--- src/rtl/bellman_pkg.sv ---
// bellman_pkg: shared types and constants for the Bellman-Ford scheduler slice
package bellman_pkg;

    localparam int EDGE_IDX_W    = 5;
    localparam int EDGE_WEIGHT_W = 32;

    // Matches the engine's "unreachable" initial distance.
    localparam logic [EDGE_WEIGHT_W-1:0] INF_WEIGHT = 32'h777f_ffff;

    typedef enum logic [1:0] {
        S_IDLE,
        S_DRAIN,
        S_KICK,
        S_RUN
    } sched_state_t;

    typedef struct packed {
        logic [EDGE_IDX_W-1:0]           row;
        logic [EDGE_IDX_W-1:0]           col;
        logic signed [EDGE_WEIGHT_W-1:0] weight;
    } edge_upd_t;

endpackage

--- src/rtl/bellman_sched_fifo.sv ---
// upd_fifo: single-clock FIFO holding edge-weight updates until the engine is idle
module upd_fifo
    import bellman_pkg::*;
#(
    parameter int DEPTH = 16
) (
    input  logic      clk,
    input  logic      reset_n,
    input  logic      push,
    input  edge_upd_t din,
    input  logic      pop,
    output edge_upd_t dout,
    output logic      full,
    output logic      empty,
    output logic      last
);

    localparam int AW = $clog2(DEPTH);
    localparam int CW = AW + 1;

    logic [AW-1:0] wp_q, rp_q;
    logic [CW-1:0] cnt_q;
    edge_upd_t     mem_q [DEPTH];
    logic          do_push, do_pop;

    assign do_push = push && !full;
    assign do_pop  = pop && !empty;
    assign full    = cnt_q == CW'(DEPTH);
    assign empty   = cnt_q == '0;
    assign last    = cnt_q == CW'(1);
    assign dout    = mem_q[rp_q];

    // Pointer and occupancy tracking; simultaneous push and pop both take effect.
    always_ff @(posedge clk) begin
        if (!reset_n) begin
            wp_q  <= '0;
            rp_q  <= '0;
            cnt_q <= '0;
        end else begin
            wp_q  <= wp_q + AW'(do_push);
            rp_q  <= rp_q + AW'(do_pop);
            cnt_q <= cnt_q + CW'(do_push) - CW'(do_pop);
        end
    end

    // Storage needs no reset: occupancy alone decides what is valid.
    always_ff @(posedge clk) begin
        if (do_push) mem_q[wp_q] <= din;
    end

endmodule

--- src/rtl/bellman_sched.sv ---
// bellman_sched: sequences the Bellman-Ford engine, buffers feed updates, arbitrates vertex-matrix port A
module bellman_sched
    import bellman_pkg::*;
#(
    parameter int IDX_W      = EDGE_IDX_W,
    parameter int WEIGHT_W   = EDGE_WEIGHT_W,
    parameter int VERT_W     = 38,
    parameter int FIFO_DEPTH = 16,
    parameter int TIMEOUT    = 65535
) (
    input  logic                clk,
    input  logic                reset_n,
    input  logic                start,
    input  logic [IDX_W-1:0]    src,
    output logic                busy,
    output logic                done,
    output logic                timeout_err,
    input  logic                upd_valid,
    output logic                upd_ready,
    input  logic [IDX_W-1:0]    upd_row,
    input  logic [IDX_W-1:0]    upd_col,
    input  logic [WEIGHT_W-1:0] upd_weight,
    output logic                adjmat_we,
    output logic [IDX_W-1:0]    adjmat_wr_row,
    output logic [IDX_W-1:0]    adjmat_wr_col,
    output logic [WEIGHT_W-1:0] adjmat_wr_data,
    output logic                bellman_reset,
    output logic [IDX_W-1:0]    bellman_src,
    input  logic                bellman_done,
    output logic                vm_sel,
    output logic [IDX_W-1:0]    vm_addr,
    input  logic [VERT_W-1:0]   vm_q,
    input  logic                rd_req,
    input  logic [IDX_W-1:0]    rd_addr,
    output logic                rd_valid,
    output logic [VERT_W-1:0]   rd_data
);

    sched_state_t     state_q, state_d;
    logic [15:0]      cnt_q, cnt_d;
    logic [IDX_W-1:0] src_q, src_d;
    logic             tmo_q, tmo_d;
    logic             done_q, done_d;
    logic             rdv_q, rdv_d;
    logic             pop, sel;
    logic             full, empty, last, push;
    edge_upd_t        head;

    assign upd_ready = reset_n && !full;
    assign push      = upd_valid && upd_ready;

    upd_fifo #(.DEPTH(FIFO_DEPTH)) u_fifo (
        .clk    (clk),
        .reset_n(reset_n),
        .push   (push),
        .din    ('{row: upd_row, col: upd_col, weight: upd_weight}),
        .pop    (adjmat_we),
        .dout   (head),
        .full   (full),
        .empty  (empty),
        .last   (last)
    );

    // Next-state, engine control and port A arbitration.
    always_comb begin
        state_d = state_q;
        cnt_d   = cnt_q;
        src_d   = src_q;
        tmo_d   = tmo_q;
        done_d  = 1'b0;
        rdv_d   = 1'b0;
        pop     = 1'b0;
        sel     = 1'b0;
        case (state_q)
            S_IDLE: begin
                if (start) begin
                    src_d   = src;
                    tmo_d   = 1'b0;
                    state_d = empty ? S_KICK : S_DRAIN;
                end else begin
                    pop   = !empty;
                    sel   = rd_req;
                    rdv_d = rd_req;
                end
            end
            S_DRAIN: begin
                pop     = !empty;
                state_d = (empty || (last && !push)) ? S_KICK : S_DRAIN;
            end
            S_KICK: begin
                cnt_d   = '0;
                state_d = S_RUN;
            end
            S_RUN: begin
                if (bellman_done) begin
                    done_d  = 1'b1;
                    state_d = S_IDLE;
                end else if (cnt_q == 16'(TIMEOUT - 1)) begin
                    tmo_d   = 1'b1;
                    state_d = S_IDLE;
                end else begin
                    cnt_d = cnt_q + 16'd1;
                end
            end
            default: state_d = S_IDLE;
        endcase
    end

    // State and control registers; reset abandons any solve without a done pulse.
    always_ff @(posedge clk) begin
        if (!reset_n) begin
            state_q <= S_IDLE;
            cnt_q   <= '0;
            src_q   <= '0;
            tmo_q   <= 1'b0;
            done_q  <= 1'b0;
            rdv_q   <= 1'b0;
        end else begin
            state_q <= state_d;
            cnt_q   <= cnt_d;
            src_q   <= src_d;
            tmo_q   <= tmo_d;
            done_q  <= done_d;
            rdv_q   <= rdv_d;
        end
    end

    assign busy           = reset_n && state_q != S_IDLE;
    assign done           = done_q;
    assign timeout_err    = tmo_q;
    assign bellman_reset  = !reset_n || state_q != S_RUN;
    assign bellman_src    = src_q;
    assign adjmat_we      = reset_n && pop;
    assign adjmat_wr_row  = head.row;
    assign adjmat_wr_col  = head.col;
    assign adjmat_wr_data = head.weight;
    assign vm_sel         = reset_n && sel;
    assign vm_addr        = vm_sel ? rd_addr : '0;
    assign rd_valid       = rdv_q;
    assign rd_data        = rdv_q ? vm_q : '0;

endmodule

--- config.mk ---
export PLATFORM = sky130hd
export DESIGN_NAME = bellman_sched
export DESIGN_NICKNAME = d
export VERILOG_FILES = /design/src/rtl/bellman_pkg.sv /design/src/rtl/bellman_sched_fifo.sv /design/src/rtl/bellman_sched.sv
export SDC_FILE = /design/constraint.sdc
export NUM_CORES = 1
export LEC_CHECK = 0
export CAP_MARGIN = 20
export CELL_PAD_IN_SITES_DETAIL_PLACEMENT = 1
export CELL_PAD_IN_SITES_GLOBAL_PLACEMENT = 1
export CORE_MARGIN = 5
export CORE_UTILIZATION = 33
export DETAILED_ROUTE_END_ITERATION = 10
export MAX_ROUTING_LAYER = met4
export PLACE_DENSITY = 0.64
export SETUP_SLACK_MARGIN = 0.2
export SYNTH_ARGS = -nofsm -noshare
export SYNTH_HDL_FRONTEND = slang
export SYNTH_SLANG_ARGS = --single-unit
--- constraint.sdc ---
create_clock -name clk -period 12.7 [get_ports clk]
set_clock_uncertainty 0.1 [all_clocks]
set_input_delay 3.81 -clock clk [delete_from_list [all_inputs] [get_ports clk]]
set_output_delay 3.81 -clock clk [all_outputs]
set_load 0.01 [all_outputs]
Word-level counts from Yosys, hierarchy flattened

Memories as Yosys holds them, arrays and structs flattened. A register that Yosys moved wholly into a read port is not among the register bits.
Cells that the tools add are included.

Add/subtract/negate cells: 5
Order comparisons: 0
Bitwise logic cells: 0
Divide/modulo/power cells: 0
Shifts and indexed selects: 0
Equal/unequal tests: 12
$mul: 0
Reductions and logical operators: 24
Muxes and demuxes: 23

Operators by type and width:

| cell                  | number |
|---|---|
| $mux 38               | 1 |
| $mux 16               | 2 |
| $pmux 16 s2           | 1 |
| $add 16x1->16 const B | 1 |
| $eq 16x16->1 const B  | 1 |
| $mux 2                | 5 |
| $ne 2x2->1 const B    | 5 |
| $mux 1                | 9 |
| $add 4x1->4           | 2 |
| $logic_and 1x1->1     | 8 |
| $pmux 2 s4            | 1 |
| $reduce_and 2->1      | 3 |
| $reduce_bool 2->1     | 3 |
| $add 5x1->5           | 1 |
| $eq 5x1->1 const B    | 1 |
| $eq 5x5->1 const B    | 1 |
| $logic_not 5->1       | 1 |
| $mux 5                | 1 |
| $sub 5x1->5           | 1 |
| $eq 2x2->1 const B    | 2 |
| $logic_not 1->1       | 4 |
| $mux 4                | 1 |
| $pmux 1 s2            | 2 |
| $reduce_and 4->1      | 1 |
| 5 further kinds       | 6 |

Bits in read-only memories: 0
Input bits: 96
Logic and storage cells: 74
RAM bits: 672
Output and inout port bits: 98
Latch bits: 0
Flip-flop bits (word level): 39
Memories: 1

Memories:

| name         | words | width | read ports | clocked after memory_dff | write ports | RTL line                 | source |
|---|---|---|---|---|---|---|---|
| u_fifo.mem_q | 16    | 42    | 1          | 1                        | 1           | bellman_sched_fifo.sv:23 | `edge_upd_t mem_q [DEPTH];` |

Depth between registers and ports, before layout

Word-level depth: 9
Mapped depth: 13
Depth with buffers taken out: 13

By module

From an unflattened synthesis, not the netlist that was laid out.

Cell total of the unflattened synthesis: 1329
Area, all modules: 27685.3 µm²

Modules (own cells, without submodules):

| module        | seq. area each (µm²) | cells an instance | area an instance (µm²) | instances |
|---|---|---|---|---|
| upd_fifo      | 20439.6              | 1122              | 25918.6                | 1 |
| bellman_sched | 520.5                | 207               | 1766.7                 | 1 |

Worst setup path after synthesis

OpenSTA, ideal clock, no wires.

Path kind: input -> output
Start point: in reset_n
End point: out busy
Slack: 4172 ps
Stages on the path: 4
Arrival time: 4618 ps
Cells stage by stage: inv_1 > clkbuf_1 > buf_1 > nor2_1

Cells in the longest elaborated chain, start to end: 1

RTL lines:

| item               | RTL line             | source |
|---|---|---|
| start: declaration | bellman_sched.sv:12  | `input logic reset_n,` |
| $logic_and 1x1->1  | bellman_sched.sv:128 | `assign busy = reset_n && state_q != S_IDLE;` |
| end: declaration   | bellman_sched.sv:15  | `output logic busy,` |

No other way between the ends.

Worst setup path in the final report

Start point: in reset_n
End point: out adjmat_we

Cells in the longest elaborated chain, start to end: 1

RTL lines:

| item              | RTL line             | source |
|---|---|---|
| $logic_and 1x1->1 | bellman_sched.sv:133 | `assign adjmat_we = reset_n && pop;` |
| end: declaration  | bellman_sched.sv:23  | `output logic adjmat_we,` |

No other way between the ends.

==> key figures <==
Logic synthesis
  – Net Count, Synth: 1338
  – Main combinational cell family by area after synthesis: multiplexers
  – Post-synth EDFFs: 672
  – Primary flip-flop cell chosen by synthesis mapping: edfxtp_1
  – XOR/XNOR Fraction of Synth Area: 0.222%
  – Share of the yosys chip area belonging to registers: 76.0%
  – Cell with the most instances after synthesis: edfxtp_1
  – Cell types with the largest area share after synthesis: edfxtp_1 73%, mux4_2 17%, dfxtp_1 2.8%, and2_1 1.1%, buf_6 0.57%
  – Commonest cells in the synthesized netlist: 672 x edfxtp_1, 210 x mux4_2, 49 x and2_1
  – Proportion of register bits with asynchronous set or reset after synthesis: 0%
  – Top-area cell type share of the netlist area: 73.1%
  – Cells after synthesis: 1229
  – Post-synthesis compound-gate area fraction: 0.930%
  – Simple logic cell fraction of the synthesized area: 3.24%
  – Flop and latch count out of synthesis: 711
  – Average footprint of a synthesized cell: 22.4 µm²
  – Mapped cell area: 0.0276 mm²
  – Adder-cell area share of the yosys netlist: 0.617%
  – Post-synthesis cell type with the largest combined area: edfxtp_1
  – Synth unique cells: 47
  – Share of cell area taken by muxes after synthesis: 17.5%
  – Number of warning messages in the yosys log: 0

Min path
  – Hold Path Depth: 2
  – Worst min-delay path class: reg2reg

STA
  – Worst hold slack across all endpoints: 0.390 ns
  – Pin slew with the least headroom to its limit: 1.05 ns
  – Share of the clock period used by the worst path after layout: 79.7%
  – Highest Clock Rate: 0.0988 GHz
  – Final critical-path setup slack: 2.58 ns
  – Pins over their slew limit: 0
  – Sum of negative setup slack: 0 ns
  – Setup repair after global routing missed its margin: no
  – Worst slew margin: 29.8%
  – Post-layout minimum cycle time: 10.12 ns
  – Setup violators final: 0
  – Final hold vios: 0

Clock tree
  – Deepest clock path buffer count: 3
  – Clock slew at the register clock pins of the worst setup and hold paths: 0.05 ns
  – Inserted Clock Buffers: 77
  – Buffer type at the clock tree root: clkbuf_16
  – # hold bufs at CTS: 0
  – Clock latency on the worst-skew pair: 0.61 ns
  – CTS sink cnt: 711
  – Count of instances resized after the clock tree is built: 0
  – TritonCTS clock tree: yes
  – # H-tree levels: 3
  – Post CTS Setup Buffer Count: 0

Power
  – Power density normalized to cell area: 173 mW/mm²
  – Reported leakage power: 10.1 nW
  – Worst vdd ir: 0.000110 V

Setup path
  – Startpoint type of the worst setup path: input port
  – Number of logic stages on the critical path including buffering: 4
  – Launching instance or port of the critical path: reset_n
  – Launch instance of the worst register-to-register path: u_fifo.cnt_q[2]
  – Cell with the biggest individual delay on the critical path: clkdlybuf4s50_1
  – Path depth of the worst reg2reg path: 13
  – Kind of critical path: in2out
  – Register-to-Register Setup Slack: 9.25 ns
  – Worst setup EP type: output port
  – Crit path buf inv count: 3
  – Worst path most repeated cell: clkdlybuf4s50_1
  – Capturing point of the worst reg2reg path: u_fifo.cnt_q[4]
  – CP Capture Point: adjmat_we
  – Cell-by-cell trace of the critical path: clkdlybuf4s50_1, inv_1, a2111oi_0, clkdlybuf4s50_1
  – Worst path top cell family by delay: buffers and inverters
  – Data arrival time at the worst-slack endpoint: 6.21 ns
  – CP peak stage delay: 0.74 ns
  – Data required time at the worst endpoint: 8.79 ns
  – Crit-path max FO: 26

Global route
  – Met3 global-route usage: 2.97%
  – Global-route track usage on met2: 24.4%
  – Number of global-route vias before repair: 14700
  – Global-route total usage across every layer: 15.0%
  – Total overflow reported by the global router: 0
  – First-pass GRT wire length: 97500 µm
  – Maximum number of pins on one net before global-route repair: 85
  – Global-route track usage on met1: 19.7%
  – Most congested layer reported by global routing: met2
  – Number of antenna violations at the first check in global routing: 3

Final layout
  – Share of final-layout standard cells stronger than drive strength 1: 23.9%
  – Area added between synthesis and finish: 20.5%
  – Count of nets after finishing: 1571
  – Count of filler cells inserted in the layout: 7899
  – Sequential cell area in the final layout: 0.0210 mm²
  – Area of the multi-input gates: 0.00633 mm²
  – Final instance area: 0.0332 mm²
  – Final std cells w/o fill: 2607

Placement
  – Placed cell count: 2463
  – Quantity of I/O buffers inserted on ports: 193
  – GP Congestion: 0.791
  – Post-placement cell area: 0.0308 mm²
  – Half-perimeter wire length after placement: 34100 µm
  – Worst Setup Slack post-DPL: 2.55 ns

Routing
  – First-iteration detailed-routing DRC count: 1046
  – Vias after detailed routing: 13200
  – Antenna-violating nets left: 0
  – Remaining design rule violation count: 0
  – Detailed Route WL: 65700 µm
  – Routed len/inst: 25.2 µm
  – DR vias/cell: 5.08
  – Number of detailed-routing iterations run before antenna repair: 4

Outcome
  – Status: completed

Die
  – Row count: 106
  – Die area: 0.0895 mm²
  – X dimension of the die: 299 µm
  – Total I/O pin count: 194
  – Area of the core: 0.0833 mm²
  – Floorplan die height: 299 µm
  – Effective utilization at floorplan: 33.1%

Run
  – Max-cap violation count: 0
==> cells in the final DEF, fill, tap and decap left out, drive strengths merged, types with 3 or more instances in the layout <==
master | synthesis | final
nor2 | 35 | 35
clkbuf | 28 | 104
or4 | 6 | 6
nand4 | 5 | 5
xnor2 | 4 | 4
clkdlybuf4s50 | 0 | 193
dfxtp | 39 | 39
or3 | 8 | 8
clkinvlp | 0 | 5
buf | 33 | 22
nor3 | 13 | 13
o21ai | 5 | 5
mux2i | 11 | 11
a21oi | 12 | 12
bufinv | 0 | 3
diode | 0 | 3
a2111oi | 3 | 3
edfxtp | 672 | 672
xor2 | 3 | 3
mux4 | 210 | 210
o22ai | 3 | 3
nand3 | 9 | 9
o31ai | 5 | 5
nand2 | 19 | 19
and2 | 49 | 49
inv | 16 | 17
a31oi | 3 | 3
clkinv | 0 | 28
ha | 12 | 12
nand2b | 3 | 3
nor4 | 3 | 3
==> power by group <==
group	switching [W]	internal, W	leakage (nW)
logic	0.000415	0.000550	2.53
registers	0.0000665	0.00261	6.37
clock network	0.000880	0.00124	1.17
==> logic make-up (layout without fill, tap and decap cells) <==
logic type	Yosys count	after routing
flops	711	711
mux	221	221
simple gates	161	161
buf+inv	77	372
compound gates	39	39
fa+ha+maj	13	13
xor+xnor	7	7
other cells	0	3
==> layer usage <==
| metal | part of all wire, % | up-vias |
|---|---|---|
| met5 | 0 | - |
| met4 | 1.4 | 0 |
| met3 | 5.3 | 73 |
| met2 | 50 | 399 |
| met1 | 44 | 7132 |
| li1 | - | 5639 |
==> per-stage QoR <==
stage | total power (W) | util, %
after global placement | 0.00370 | 37.0
after floorplan | 0.00339 | -
after global routing | 0.00602 | 39.9
after detailed placement | 0.00372 | 37.0
after CTS | 0.00585 | 39.9
final | 0.00576 | 39.9
==> how the worst min path moves through the flow <==
| stage | to | start | slack (ns) |
|---|---|---|---|
| after CTS | cnt_q[6] | cnt_q[6] | 0.39 |
| after detailed placement | cnt_q[6] | cnt_q[6] | 0.38 |
| after floorplan | cnt_q[6] | cnt_q[6] | 0.35 |
| after global routing | cnt_q[6] | cnt_q[6] | 0.43 |
| after global placement | cnt_q[6] | cnt_q[6] | 0.37 |
| final | cnt_q[6] | cnt_q[6] | 0.39 |
==> state kept, by name (all words and copies together) (netlist names) <==
signal	count
bellman_src	5
cnt_q	16
done	1
rd_valid	1
state_q	2
timeout_err	1
u_fifo.cnt_q	5
u_fifo.mem_q	672
u_fifo.rp_q	4
u_fifo.wp_q	4
==> final cells by class <==
type | count | share of cell area (%)
Timing Repair Buffer | 215 | 6.34
Multi-Input combinational cell | 441 | 19.0
Sequential cell | 711 | 63.1
Clock inverter | 37 | 0.881
Tap cell | 1080 | 4.06
Antenna cell | 3 | 0.0226
Clock buffer | 104 | 6.38
Inverter | 16 | 0.181
==> worst min-delay path: stages, from the launching register on <==
cell and delay, ns:
dfxtp_1 0.33, nand2_1 0.06, mux2i_1 0.06
Note: power is estimated with default switching activity, not from simulation.
